## src/rtl/captura_numero_if.sv

```systemverilog
// Keypad-to-capture bus: key events in, captured BCD number and save strobe out.
// master = keypad/debouncer side, slave = captura_numero.
interface captura_numero_if #(
  parameter int NUM_DIGITOS = 4
);
  logic                               tecla_valida;
  logic [3:0]                         tecla;
  logic [NUM_DIGITOS-1:0][3:0]        numero;
  logic                               guardar;
  logic                               suma;
  logic [$clog2(NUM_DIGITOS+1)-1:0]   conteo;
  logic                               desborde;

  modport master (
    output tecla_valida, tecla,
    input  numero, guardar, suma, conteo, desborde
  );

  modport slave (
    input  tecla_valida, tecla,
    output numero, guardar, suma, conteo, desborde
  );
endinterface

```

## src/rtl/captura_numero.sv

```systemverilog
// Shifts keypad digits into a packed BCD number and strobes guardar on '+'/'='.
// Optional idle auto-clear is built only when CAPTURA_TIMEOUT_EN is defined.
module captura_numero #(
  parameter int         NUM_DIGITOS    = 4,
  parameter logic [3:0] TECLA_SUMA     = 4'hA,
  parameter logic [3:0] TECLA_IGUAL    = 4'hB,
  parameter logic [3:0] TECLA_BORRAR   = 4'hC,
  parameter int         TIMEOUT_CICLOS = 50_000_000
) (
  input  logic               clk,
  input  logic               rst,
  captura_numero_if.slave    bus
);
  localparam int CW = $clog2(NUM_DIGITOS + 1);

  typedef enum logic [1:0] {ESPERA, CAPTURA, LLENO, GUARDA} estado_t;

  estado_t                     estado_q, estado_d;
  logic [NUM_DIGITOS-1:0][3:0] numero_q, numero_d;
  logic [CW-1:0]               conteo_q, conteo_d;
  logic                        guardar_q, guardar_d;
  logic                        suma_q, suma_d;
  logic                        desborde_q, desborde_d;
  logic                        es_digito;
  logic                        timeout_fire;

  assign es_digito = (bus.tecla <= 4'd9);

`ifdef CAPTURA_TIMEOUT_EN
  localparam int TW = (TIMEOUT_CICLOS > 1) ? $clog2(TIMEOUT_CICLOS) : 1;
  logic [TW-1:0] ocioso_q, ocioso_d;

  assign timeout_fire = ((estado_q == CAPTURA) || (estado_q == LLENO)) &&
                        (ocioso_q == TW'(TIMEOUT_CICLOS - 1));

  always_comb begin
    ocioso_d = ocioso_q + 1'b1;
    if (bus.tecla_valida || timeout_fire ||
        (estado_q == ESPERA) || (estado_q == GUARDA)) begin
      ocioso_d = '0;
    end
  end

  always_ff @(posedge clk) begin
    if (!rst) ocioso_q <= '0;
    else      ocioso_q <= ocioso_d;
  end
`else
  logic unused_timeout;
  assign unused_timeout = ^TIMEOUT_CICLOS;
  assign timeout_fire   = 1'b0;
`endif

  always_comb begin
    estado_d   = estado_q;
    numero_d   = numero_q;
    conteo_d   = conteo_q;
    desborde_d = desborde_q;
    guardar_d  = 1'b0;
    suma_d     = 1'b0;
    if (estado_q == GUARDA) begin
      // The strobe cycle swallows any key; the entry is always flushed afterwards.
      estado_d   = ESPERA;
      numero_d   = '0;
      conteo_d   = '0;
      desborde_d = 1'b0;
    end else if (bus.tecla_valida) begin
      if (es_digito) begin
        if (estado_q == LLENO) begin
          desborde_d = 1'b1;
        end else begin
          numero_d = {numero_q[NUM_DIGITOS-2:0], bus.tecla};
          conteo_d = conteo_q + 1'b1;
          estado_d = (conteo_q == CW'(NUM_DIGITOS - 1)) ? LLENO : CAPTURA;
        end
      end else if ((bus.tecla == TECLA_SUMA) || (bus.tecla == TECLA_IGUAL)) begin
        if (conteo_q != '0) begin
          estado_d  = GUARDA;
          guardar_d = 1'b1;
          suma_d    = (bus.tecla == TECLA_SUMA);
        end
      end else if (bus.tecla == TECLA_BORRAR) begin
        estado_d   = ESPERA;
        numero_d   = '0;
        conteo_d   = '0;
        desborde_d = 1'b0;
      end
    end else if (timeout_fire) begin
      estado_d   = ESPERA;
      numero_d   = '0;
      conteo_d   = '0;
      desborde_d = 1'b0;
    end
  end

  always_ff @(posedge clk) begin
    if (!rst) begin
      estado_q   <= ESPERA;
      numero_q   <= '0;
      conteo_q   <= '0;
      guardar_q  <= 1'b0;
      suma_q     <= 1'b0;
      desborde_q <= 1'b0;
    end else begin
      estado_q   <= estado_d;
      numero_q   <= numero_d;
      conteo_q   <= conteo_d;
      guardar_q  <= guardar_d;
      suma_q     <= suma_d;
      desborde_q <= desborde_d;
    end
  end

  assign bus.numero   = numero_q;
  assign bus.conteo   = conteo_q;
  assign bus.guardar  = guardar_q;
  assign bus.suma     = suma_q;
  assign bus.desborde = desborde_q;
endmodule
```

## src/flat_wrapper.sv

```systemverilog
// flat-port wrapper written by rule: the top's interface ports become plain ports
module captura_numero_flat 
#(
  parameter int         NUM_DIGITOS    = 4,
  parameter logic [3:0] TECLA_SUMA     = 4'hA,
  parameter logic [3:0] TECLA_IGUAL    = 4'hB,
  parameter logic [3:0] TECLA_BORRAR   = 4'hC,
  parameter int         TIMEOUT_CICLOS = 50_000_000
)
  (clk, rst, bus_tecla_valida, bus_tecla, bus_numero, bus_guardar, bus_suma, bus_conteo, bus_desborde);
  captura_numero_if #(.NUM_DIGITOS(NUM_DIGITOS)) bus_i ();
  input  logic clk;
  input  logic rst;
  input wire logic [$bits(bus_i.tecla_valida)-1:0] bus_tecla_valida;
  input wire logic [$bits(bus_i.tecla)-1:0] bus_tecla;
  output wire logic [$bits(bus_i.numero)-1:0] bus_numero;
  output wire logic [$bits(bus_i.guardar)-1:0] bus_guardar;
  output wire logic [$bits(bus_i.suma)-1:0] bus_suma;
  output wire logic [$bits(bus_i.conteo)-1:0] bus_conteo;
  output wire logic [$bits(bus_i.desborde)-1:0] bus_desborde;
  assign bus_i.tecla_valida = bus_tecla_valida;
  assign bus_i.tecla = bus_tecla;
  assign bus_numero = bus_i.numero;
  assign bus_guardar = bus_i.guardar;
  assign bus_suma = bus_i.suma;
  assign bus_conteo = bus_i.conteo;
  assign bus_desborde = bus_i.desborde;
  captura_numero #(.NUM_DIGITOS(NUM_DIGITOS), .TECLA_SUMA(TECLA_SUMA), .TECLA_IGUAL(TECLA_IGUAL), .TECLA_BORRAR(TECLA_BORRAR), .TIMEOUT_CICLOS(TIMEOUT_CICLOS)) u_core (.clk(clk), .rst(rst), .bus(bus_i));
endmodule
```

## config.mk

```make
export PLATFORM = sky130hd
export DESIGN_NAME = captura_numero_flat
export DESIGN_NICKNAME = d
export VERILOG_FILES = /design/src/rtl/captura_numero_if.sv /design/src/rtl/captura_numero.sv /design/src/flat_wrapper.sv
export SDC_FILE = /design/constraint.sdc
export NUM_CORES = 1
export LEC_CHECK = 0
export CORE_ASPECT_RATIO = 0.75
export CORE_MARGIN = 2
export CORE_UTILIZATION = 50
export DETAILED_ROUTE_END_ITERATION = 12
export GPL_TIMING_DRIVEN = 0
export PLACE_DENSITY = 0.91
export SYNTH_ARGS = -nofsm -noshare
export SYNTH_HDL_FRONTEND = slang
export SYNTH_SLANG_ARGS = --single-unit
```

## constraint.sdc

```tcl
create_clock -name clk -period 3.15 [get_ports clk]
set_input_delay 0.63 -clock clk [delete_from_list [all_inputs] [get_ports clk]]
set_output_delay 0.63 -clock clk [all_outputs]
set_load 0.02 [all_outputs]
```

==> results.tsv, run 1 <==
stage	metric	value	unit
setup_path	type of the worst setup path	reg2out	
setup_path	endpoint type of the worst setup path	output pin	
flow_run	max cap viols	0	
yosys	number of storage elements in the synthesis netlist	24	
timing	final setup vio count	0	
placed_design	last weighted congestion value of the routability-driven placer	0.824	
layout	Finished Core Util	70.5	%
yosys	synth top area cells	sky130_fd_sc_hd__dfxtp_1, sky130_fd_sc_hd__nand3_1, sky130_fd_sc_hd__nand2_1	
global_routing	aggregate global-route resource usage	22.3	%
floorplanning	Top-Level Pins	29	
routing	DRT antenna net count	0	
setup_path	series of cell instances along the critical path	clkdlybuf4s50_1	
yosys	cell accounting for the most synthesized area	sky130_fd_sc_hd__dfxtp_1	
routing	drt first pass iters	4	
clock_tree	post-CTS setup-driven buffer insertion count	0	
floorplanning	number of rows in the core area	14	
yosys	share of synthesized registers carrying an async set or reset	0	%
global_routing	final global-route overflow total	0	
timing	count of final hold-check violations	0	
setup_path	path length in cells of the critical path	1	
setup_path	number of buffer and inverter instances along the worst setup path	1	
yosys	Post-Syn Instances	120	
hold_path	class of the tightest hold or removal check	reg2reg	
placed_design	HPWL after detailed placement	1.96	mm
hold_path	worst hold stages	2	
routing	DRC violations left	0	
setup_path	capturing instance or port of the critical path	bus_conteo[0]	
setup_path	signal arrival time at the worst endpoint	1.37	ns
timing	Max Clock Skew	0.00491	ns
timing	Sum Neg Setup Slack	0	ns
setup_path	delay of the slowest cell on the worst path	0.63	ns
outcome	status	completed	
setup_path	worst setup path start	u_core.bus.conteo[0]$_SDFFE_PP0P_	
clock_tree	clock insertion delay at the later pin of the skew report	0.32	ns
yosys	Warnings, synthesis	0	
yosys	number of synthesized flops with an enable pin	0	
timing	min cycle time layout	2.00	ns
routing	detailed-route wire length per cell	14.8	um
timing	Final Max Slew Viols	0	
clock_tree	clk root buf	sky130_fd_sc_hd__clkbuf_4	
setup_path	minimum setup slack among reg-to-reg paths	1.70	ns
pwr	largest vdd supply drop	0.000376	V
routing	First DRT Iteration DRCs	34	
pwr	power density of the placed cells	412	mW/mm^2
setup_path	Crit path max-delay family	buffers and inverters	
clock_tree	clock transition time at the flip-flop clock pins of the worst setup and hold paths	0.13	ns
yosys	Post-Syn Nets	130	
clock_tree	number of hold-repair buffers added at the cts stage	0	
layout	Total Nets Final	163	
routing	ratio of routed vias to standard cells	5.72	
clock_tree	CTS max path bufs	2	
clock_tree	post-CTS resize count	0	
timing	Slew headroom	66.5	%
yosys	Post-Syn Area	0.00106	sq mm
global_routing	initial antenna violation count	0	
timing	upper clock frequency limit	501	MHz
pwr	total design power	580	uW
placed_design	Post-Place Setup Slack	0.901	ns
setup_path	Critical R2R Launch	u_core.estado_q[0]$_SDFFE_PP0P_	
setup_path	maximum fanout encountered on the critical timing path	5	
timing	final critical-path share of the clock period	63.3	%
setup_path	path depth of the worst reg2reg path	5	
yosys	share of the synthesized area in the top cell type	45.3	%
timing	slew at the pin with the worst max-slew slack	0.502	ns
yosys	most common library cells after synthesis	sky130_fd_sc_hd__dfxtp_1, sky130_fd_sc_hd__nand3_1, sky130_fd_sc_hd__nand2_1	
yosys	Primary FF master, synth	sky130_fd_sc_hd__dfxtp_1	
timing	final hold slack	0.483	ns
layout	synth-to-layout area growth	32.7	%
yosys	synthesized area per cell	8.84	sq um
floorplanning	DIE HEIGHT	43.9	um
global_routing	pin count of the biggest net entering global routing	14	
yosys	part of the Yosys area used for sequential elements	45.3	%
floorplanning	Placeable Area	0.00200	sq mm
yosys	distinct cell type count after synthesis	28	
floorplanning	Die Span X	57.2	um
placed_design	port buffer count	28	
pwr	standby leakage power	0.515	nW
setup_path	reg-to-reg endpoint	u_core.bus.numero[5]$_SDFFE_PP0P_	
yosys	most instantiated library cell after synthesis	sky130_fd_sc_hd__dfxtp_1	
routing	vias post-DR	1007	
setup_path	startpoint class of the critical path	flip-flop	
clock_tree	depth of the CTS H-tree	1	
timing	unrepaired setup endpoints after global routing	false	
clock_tree	clock tree sinks	24	
floorplanning	initial cell density of the core	53.1	%
setup_path	cell with the biggest individual delay on the critical path	sky130_fd_sc_hd__clkdlybuf4s50_1	
layout	number of antenna diodes	0	
global_routing	global-route wire length before repair	4.26	mm
floorplanning	Total Die Area	0.00251	sq mm
layout	ratio of cells with drive above 1 in the final layout	9.21	%
global_routing	via count of the first global-routing pass	954	
timing	slack of the critical path	1.15	ns
clock_tree	CTS tree	done	
clock_tree	clock buffers created by TritonCTS	3	
routing	Total Routed Length	2.61	mm
setup_path	required arrival time at the worst endpoint	2.52	ns
where the power goes:
part | leakage (nW) | internal, mW | switching [mW]
Sequential | 0.194 | 0.312 | 0.00833
Combinational | 0.300 | 0.0402 | 0.0552
Clock | 0.0210 | 0.0707 | 0.0933
layout by cell type (no fill, tap or decap), drive strengths merged:
cell	netlist	routed
o311ai	2	2
clkbuf	1	5
and2	2	2
inv	6	6
o211ai	2	2
o22ai	1	1
o211a	1	1
mux2i	2	2
a21boi	2	2
and4	1	1
clkdlybuf4s50	0	28
ha	3	3
nor2b	2	2
nand3	22	22
a21oi	1	1
dfxtp	24	24
o21ai	18	18
buf	5	5
o31ai	4	4
nand2	19	19
nor2	1	1
nand2b	1	1
metal layers:
layer / global-route usage [%] / part of all wire (%) / up-vias
li1: - / - / 489
met1: 26.1 / 43 / 492
met2: 40.9 / 52 / 24
met3: 6.57 / 4.1 / 2
met4: 4.65 / 0.46 / 0
met5: 0 / 0 / -
through the flow:
stage                     cells  cell area [sq um]
final                       176               1410
after global routing        176               1410
after CTS                   176               1410
after detailed placement    172               1370
after global placement      172               1370
after floorplan             120               1060
worst min-delay path: stages (launching register included):
cell	delay (ns)
sky130_fd_sc_hd__dfxtp_1	0.34
sky130_fd_sc_hd__nand2_1	0.06
sky130_fd_sc_hd__o21ai_1	0.05
how the worst min path moves through the flow:
stage / startpoint / end / slack (ns)
floorplan: u_core.estado_q[1]$_SDFFE_PP0P_ / u_core.estado_q[1]$_SDFFE_PP0P_ / 0.51
global placement: u_core.bus.numero[15]$_SDFFE_PP0P_ / u_core.bus.numero[15]$_SDFFE_PP0P_ / 0.45
detailed placement: u_core.bus.numero[11]$_SDFFE_PP0P_ / u_core.bus.numero[15]$_SDFFE_PP0P_ / 0.47
CTS: u_core.bus.numero[11]$_SDFFE_PP0P_ / u_core.bus.numero[15]$_SDFFE_PP0P_ / 0.48
global route: u_core.bus.numero[5]$_SDFFE_PP0P_ / u_core.bus.numero[9]$_SDFFE_PP0P_ / 0.51
finish: u_core.bus.numero[11]$_SDFFE_PP0P_ / u_core.bus.numero[15]$_SDFFE_PP0P_ / 0.48
cells by family after synthesis:
kind of cell / synth area share [%]
AOI/OAI and AO/OA: 20.9
adders and majority gates: 3.54
buffers and inverters: 6.84
DFF: 45.3
muxes: 1.89
and+or+nand+nor: 21.6
cell type report:
cell class              instances  area, sq um
plain buffers                   6         50.0
clock buffers                   4         36.3
fillers                       165          589
inverters                       6         22.5
multi-input cells              84          508
flip-flops and latches         24          480
well taps                      24         30.0
repair buffers                 28          280
registers in the layout (all words and copies together) (netlist names):
name                 count
u_core.bus.conteo        3
u_core.bus.desborde      1
u_core.bus.guardar       1
u_core.bus.numero       16
u_core.bus.suma          1
u_core.estado_q          2
Power figures use the tool's default switching activity.
==> run 2: changes to the inputs <==
CORE_UTILIZATION = 46   (was 50)
PLACE_DENSITY = 0.85   (was 0.91)
clock period = 1.9 ns   (was 3.15 ns; I/O delays follow)
==> run 2 against run 1 <==
  * Via count fell by 2.0%
  * Clock power rose by 30%
  * Largest cell class unchanged
  * Sequential share of layout area rose by 0.31 points
  * Combinational power rose by 62%
  * Non-clock buffer count did not move
  * Critical endpoint unchanged
  * Critical path depth did not move
==> results.tsv, run 2 (same netlist as run 1, synthesis figures left out) <==
stage	metric	value	unit	change
placed_design	last weighted congestion value of the routability-driven placer	0.870		was 0.824
layout	Total Nets Final	163		unchanged
timing	final critical-path share of the clock period	91.0	%	
clock_tree	clock insertion delay at the later pin of the skew report	0.31	ns	was 0.32 ns
layout	commonest cells after routing, fill and taps aside	sky130_fd_sc_hd__clkdlybuf4s50_1, sky130_fd_sc_hd__dfxtp_1, sky130_fd_sc_hd__nand3_1, sky130_fd_sc_hd__nand2_1, sky130_fd_sc_hd__o21ai_0		unchanged
global_routing	final global-route overflow total	0		unchanged
placed_design	HPWL after detailed placement	1.85	mm	was 1.96 mm
layout	area used by multi-input combinational logic	508	sq um	unchanged
routing	detailed-route wire length per cell	13.6	um	was 14.8 um
timing	count of final hold-check violations	0		unchanged
floorplanning	initial cell density of the core	47.5	%	was 53.1%
setup_path	delay of the slowest cell on the worst path	0.63	ns	about the same
setup_path	Crit path max-delay family	buffers and inverters		unchanged
clock_tree	clock tree sinks	24		unchanged
floorplanning	Placeable Area	0.00223	sq mm	was 0.00200 sq mm
setup_path	series of cell instances along the critical path	clkdlybuf4s50_1		unchanged
timing	upper clock frequency limit	579	MHz	
pwr	power density of the placed cells	646	mW/mm^2	was 412 mW/mm^2
clock_tree	clock transition time at the flip-flop clock pins of the worst setup and hold paths	0.12	ns	was 0.13 ns
floorplanning	number of rows in the core area	15		was 14
setup_path	startpoint class of the critical path	flip-flop		unchanged
clock_tree	CTS max path bufs	2		unchanged
floorplanning	Top-Level Pins	29		unchanged
layout	Finished Core Util	62.5	%	was 70.5%
global_routing	via count of the first global-routing pass	900		was 954
routing	DRT antenna net count	0		unchanged
clock_tree	post-CTS resize count	0		unchanged
setup_path	number of buffer and inverter instances along the worst setup path	1		unchanged
timing	unrepaired setup endpoints after global routing	false		unchanged
setup_path	required arrival time at the worst endpoint	1.52	ns	was 2.52 ns
layout	commonest non-fill, non-tap cell in the layout	sky130_fd_sc_hd__clkdlybuf4s50_1		unchanged
routing	met1 wire length	1.11	mm	was 1.13 mm
pwr	proportion of power drawn by flip-flops and latches	59.0	%	was 55.3%
timing	min cycle time layout	1.73	ns	
routing	First DRT Iteration DRCs	30		was 34
pwr	Internal Power	658	uW	was 423 uW
floorplanning	DIE HEIGHT	45.6	um	was 43.9 um
routing	vias post-DR	987		was 1,007
timing	Max Clock Skew	0.00465	ns	was 0.00491 ns
setup_path	maximum fanout encountered on the critical timing path	5		unchanged
placed_design	port buffer count	28		unchanged
global_routing	global-route wire length before repair	3.98	mm	was 4.26 mm
routing	top layer used by detailed routing	met4		unchanged
routing	ratio of routed vias to standard cells	5.61		was 5.72
layout	final cell area excluding filler cells	0.00140	sq mm	was 0.00141 sq mm
clock_tree	clk root buf	sky130_fd_sc_hd__clkbuf_4		unchanged
clock_tree	depth of the CTS H-tree	1		unchanged
global_routing	initial antenna violation count	0		unchanged
pwr	share of total power in combinational logic	17.2	%	was 16.5%
pwr	Switching Fraction	26.9	%	was 27.0%
setup_path	type of the worst setup path	reg2out		unchanged
routing	Routed met3 length	135	um	was 106 um
layout	Largest register FFs	16		unchanged
global_routing	aggregate global-route resource usage	19.8	%	was 22.3%
clock_tree	number of hold-repair buffers added at the cts stage	0		unchanged
layout	number of antenna diodes	0		unchanged
layout	ratio of cells with drive above 1 in the final layout	8.61	%	was 9.21%
layout	number of fill cells	203		was 165
routing	amount of wire on met2 after detailed routing	1.11	mm	was 1.36 mm
routing	Total Routed Length	2.39	mm	was 2.61 mm
pwr	standby leakage power	0.508	nW	was 0.515 nW
routing	DRC violations left	0		unchanged
floorplanning	Total Die Area	0.00271	sq mm	was 0.00251 sq mm
clock_tree	clock buffers created by TritonCTS	3		unchanged
timing	Slew headroom	69.8	%	was 66.5%
timing	final setup vio count	0		unchanged
floorplanning	Die Span X	59.5	um	was 57.2 um
pwr	switching power	243	uW	was 157 uW
outcome	status	completed		unchanged
global_routing	pin count of the biggest net entering global routing	13		was 14
clock_tree	CTS tree	done		unchanged
pwr	largest vdd supply drop	0.000320	V	was 0.000376 V
layout	synth-to-layout area growth	31.5	%	was 32.7%
timing	Final Max Slew Viols	0		unchanged
routing	drt first pass iters	4		unchanged
setup_path	endpoint type of the worst setup path	output pin		unchanged
setup_path	signal arrival time at the worst endpoint	1.35	ns	was 1.37 ns
setup_path	cell with the biggest individual delay on the critical path	sky130_fd_sc_hd__clkdlybuf4s50_1		unchanged
timing	slew at the pin with the worst max-slew slack	0.454	ns	was 0.502 ns
pwr	Clk network pwr share	23.8	%	was 28.3%
hold_path	class of the tightest hold or removal check	reg2reg		unchanged
clock_tree	post-CTS setup-driven buffer insertion count	0		unchanged
placed_design	placed cell areas	0.00137	sq mm	about the same
layout	sequential cell area	480	sq um	unchanged
flow_run	max cap viols	0		unchanged
[run 2: cell count changes in the layout (fill, tap and decap cells not counted), sizes merged]
cell / previous run / this run
clkbuf: 5 / 4
[run 2: final cells by class]
type                            instances  area share, %
Sequential cell                        24           34.4
Buffer                                  6           3.59
Multi-Input combinational cell         84           36.4
Inverter                                6           1.61
Tap cell                               25           2.24
Timing Repair Buffer                   28           20.1
Clock buffer                            3           1.61
[run 2: layer usage]
metal | GRT usage (%) | vias up
met5 | 0 | -
met2 | 32.7 | 34
li1 | - | 489
met3 | 5.97 | 5
met4 | 6.36 | 0
met1 | 25.0 | 459
[run 2: worst paths after layout]
kind	startpoint	end	slack [ns]	cells after the start
setup reg to reg	u_core.estado_q[0]$_SDFFE_PP0P_	u_core.bus.numero[2]$_SDFFE_PP0P_	0.49	5
hold reg to reg	u_core.bus.numero[15]$_SDFFE_PP0P_	u_core.bus.numero[15]$_SDFFE_PP0P_	0.47	2
setup / recovery	u_core.bus.conteo[0]$_SDFFE_PP0P_	bus_conteo[0]	0.17	1
hold / removal	u_core.bus.numero[15]$_SDFFE_PP0P_	u_core.bus.numero[15]$_SDFFE_PP0P_	0.47	2
[run 2: through the flow]
step / cells / power, mW / hold WS, ns / setup slack (ns) / setup TNS [ns]
after floorplan: 120 / 0.634 / 0.452 / 0.591 / 0
after global placement: 173 / 0.691 / 0.443 / -0.0295 / -0.227
after detailed placement: 173 / 0.697 / 0.461 / -0.0913 / -0.772
after CTS: 176 / 0.905 / 0.477 / 0.152 / 0
after global routing: 176 / 0.945 / 0.496 / 0.0891 / 0
final: 176 / 0.901 / 0.471 / 0.171 / 0
[run 2: power groups by stage]
stage / Clock, mW / Sequential, mW / Combinational [mW]
global placement: 0 / 0.541 / 0.150
floorplan: 0 / 0.553 / 0.0805
detailed placement: 0 / 0.543 / 0.155
global route: 0.244 / 0.534 / 0.167
CTS: 0.220 / 0.531 / 0.155
finish: 0.214 / 0.531 / 0.155
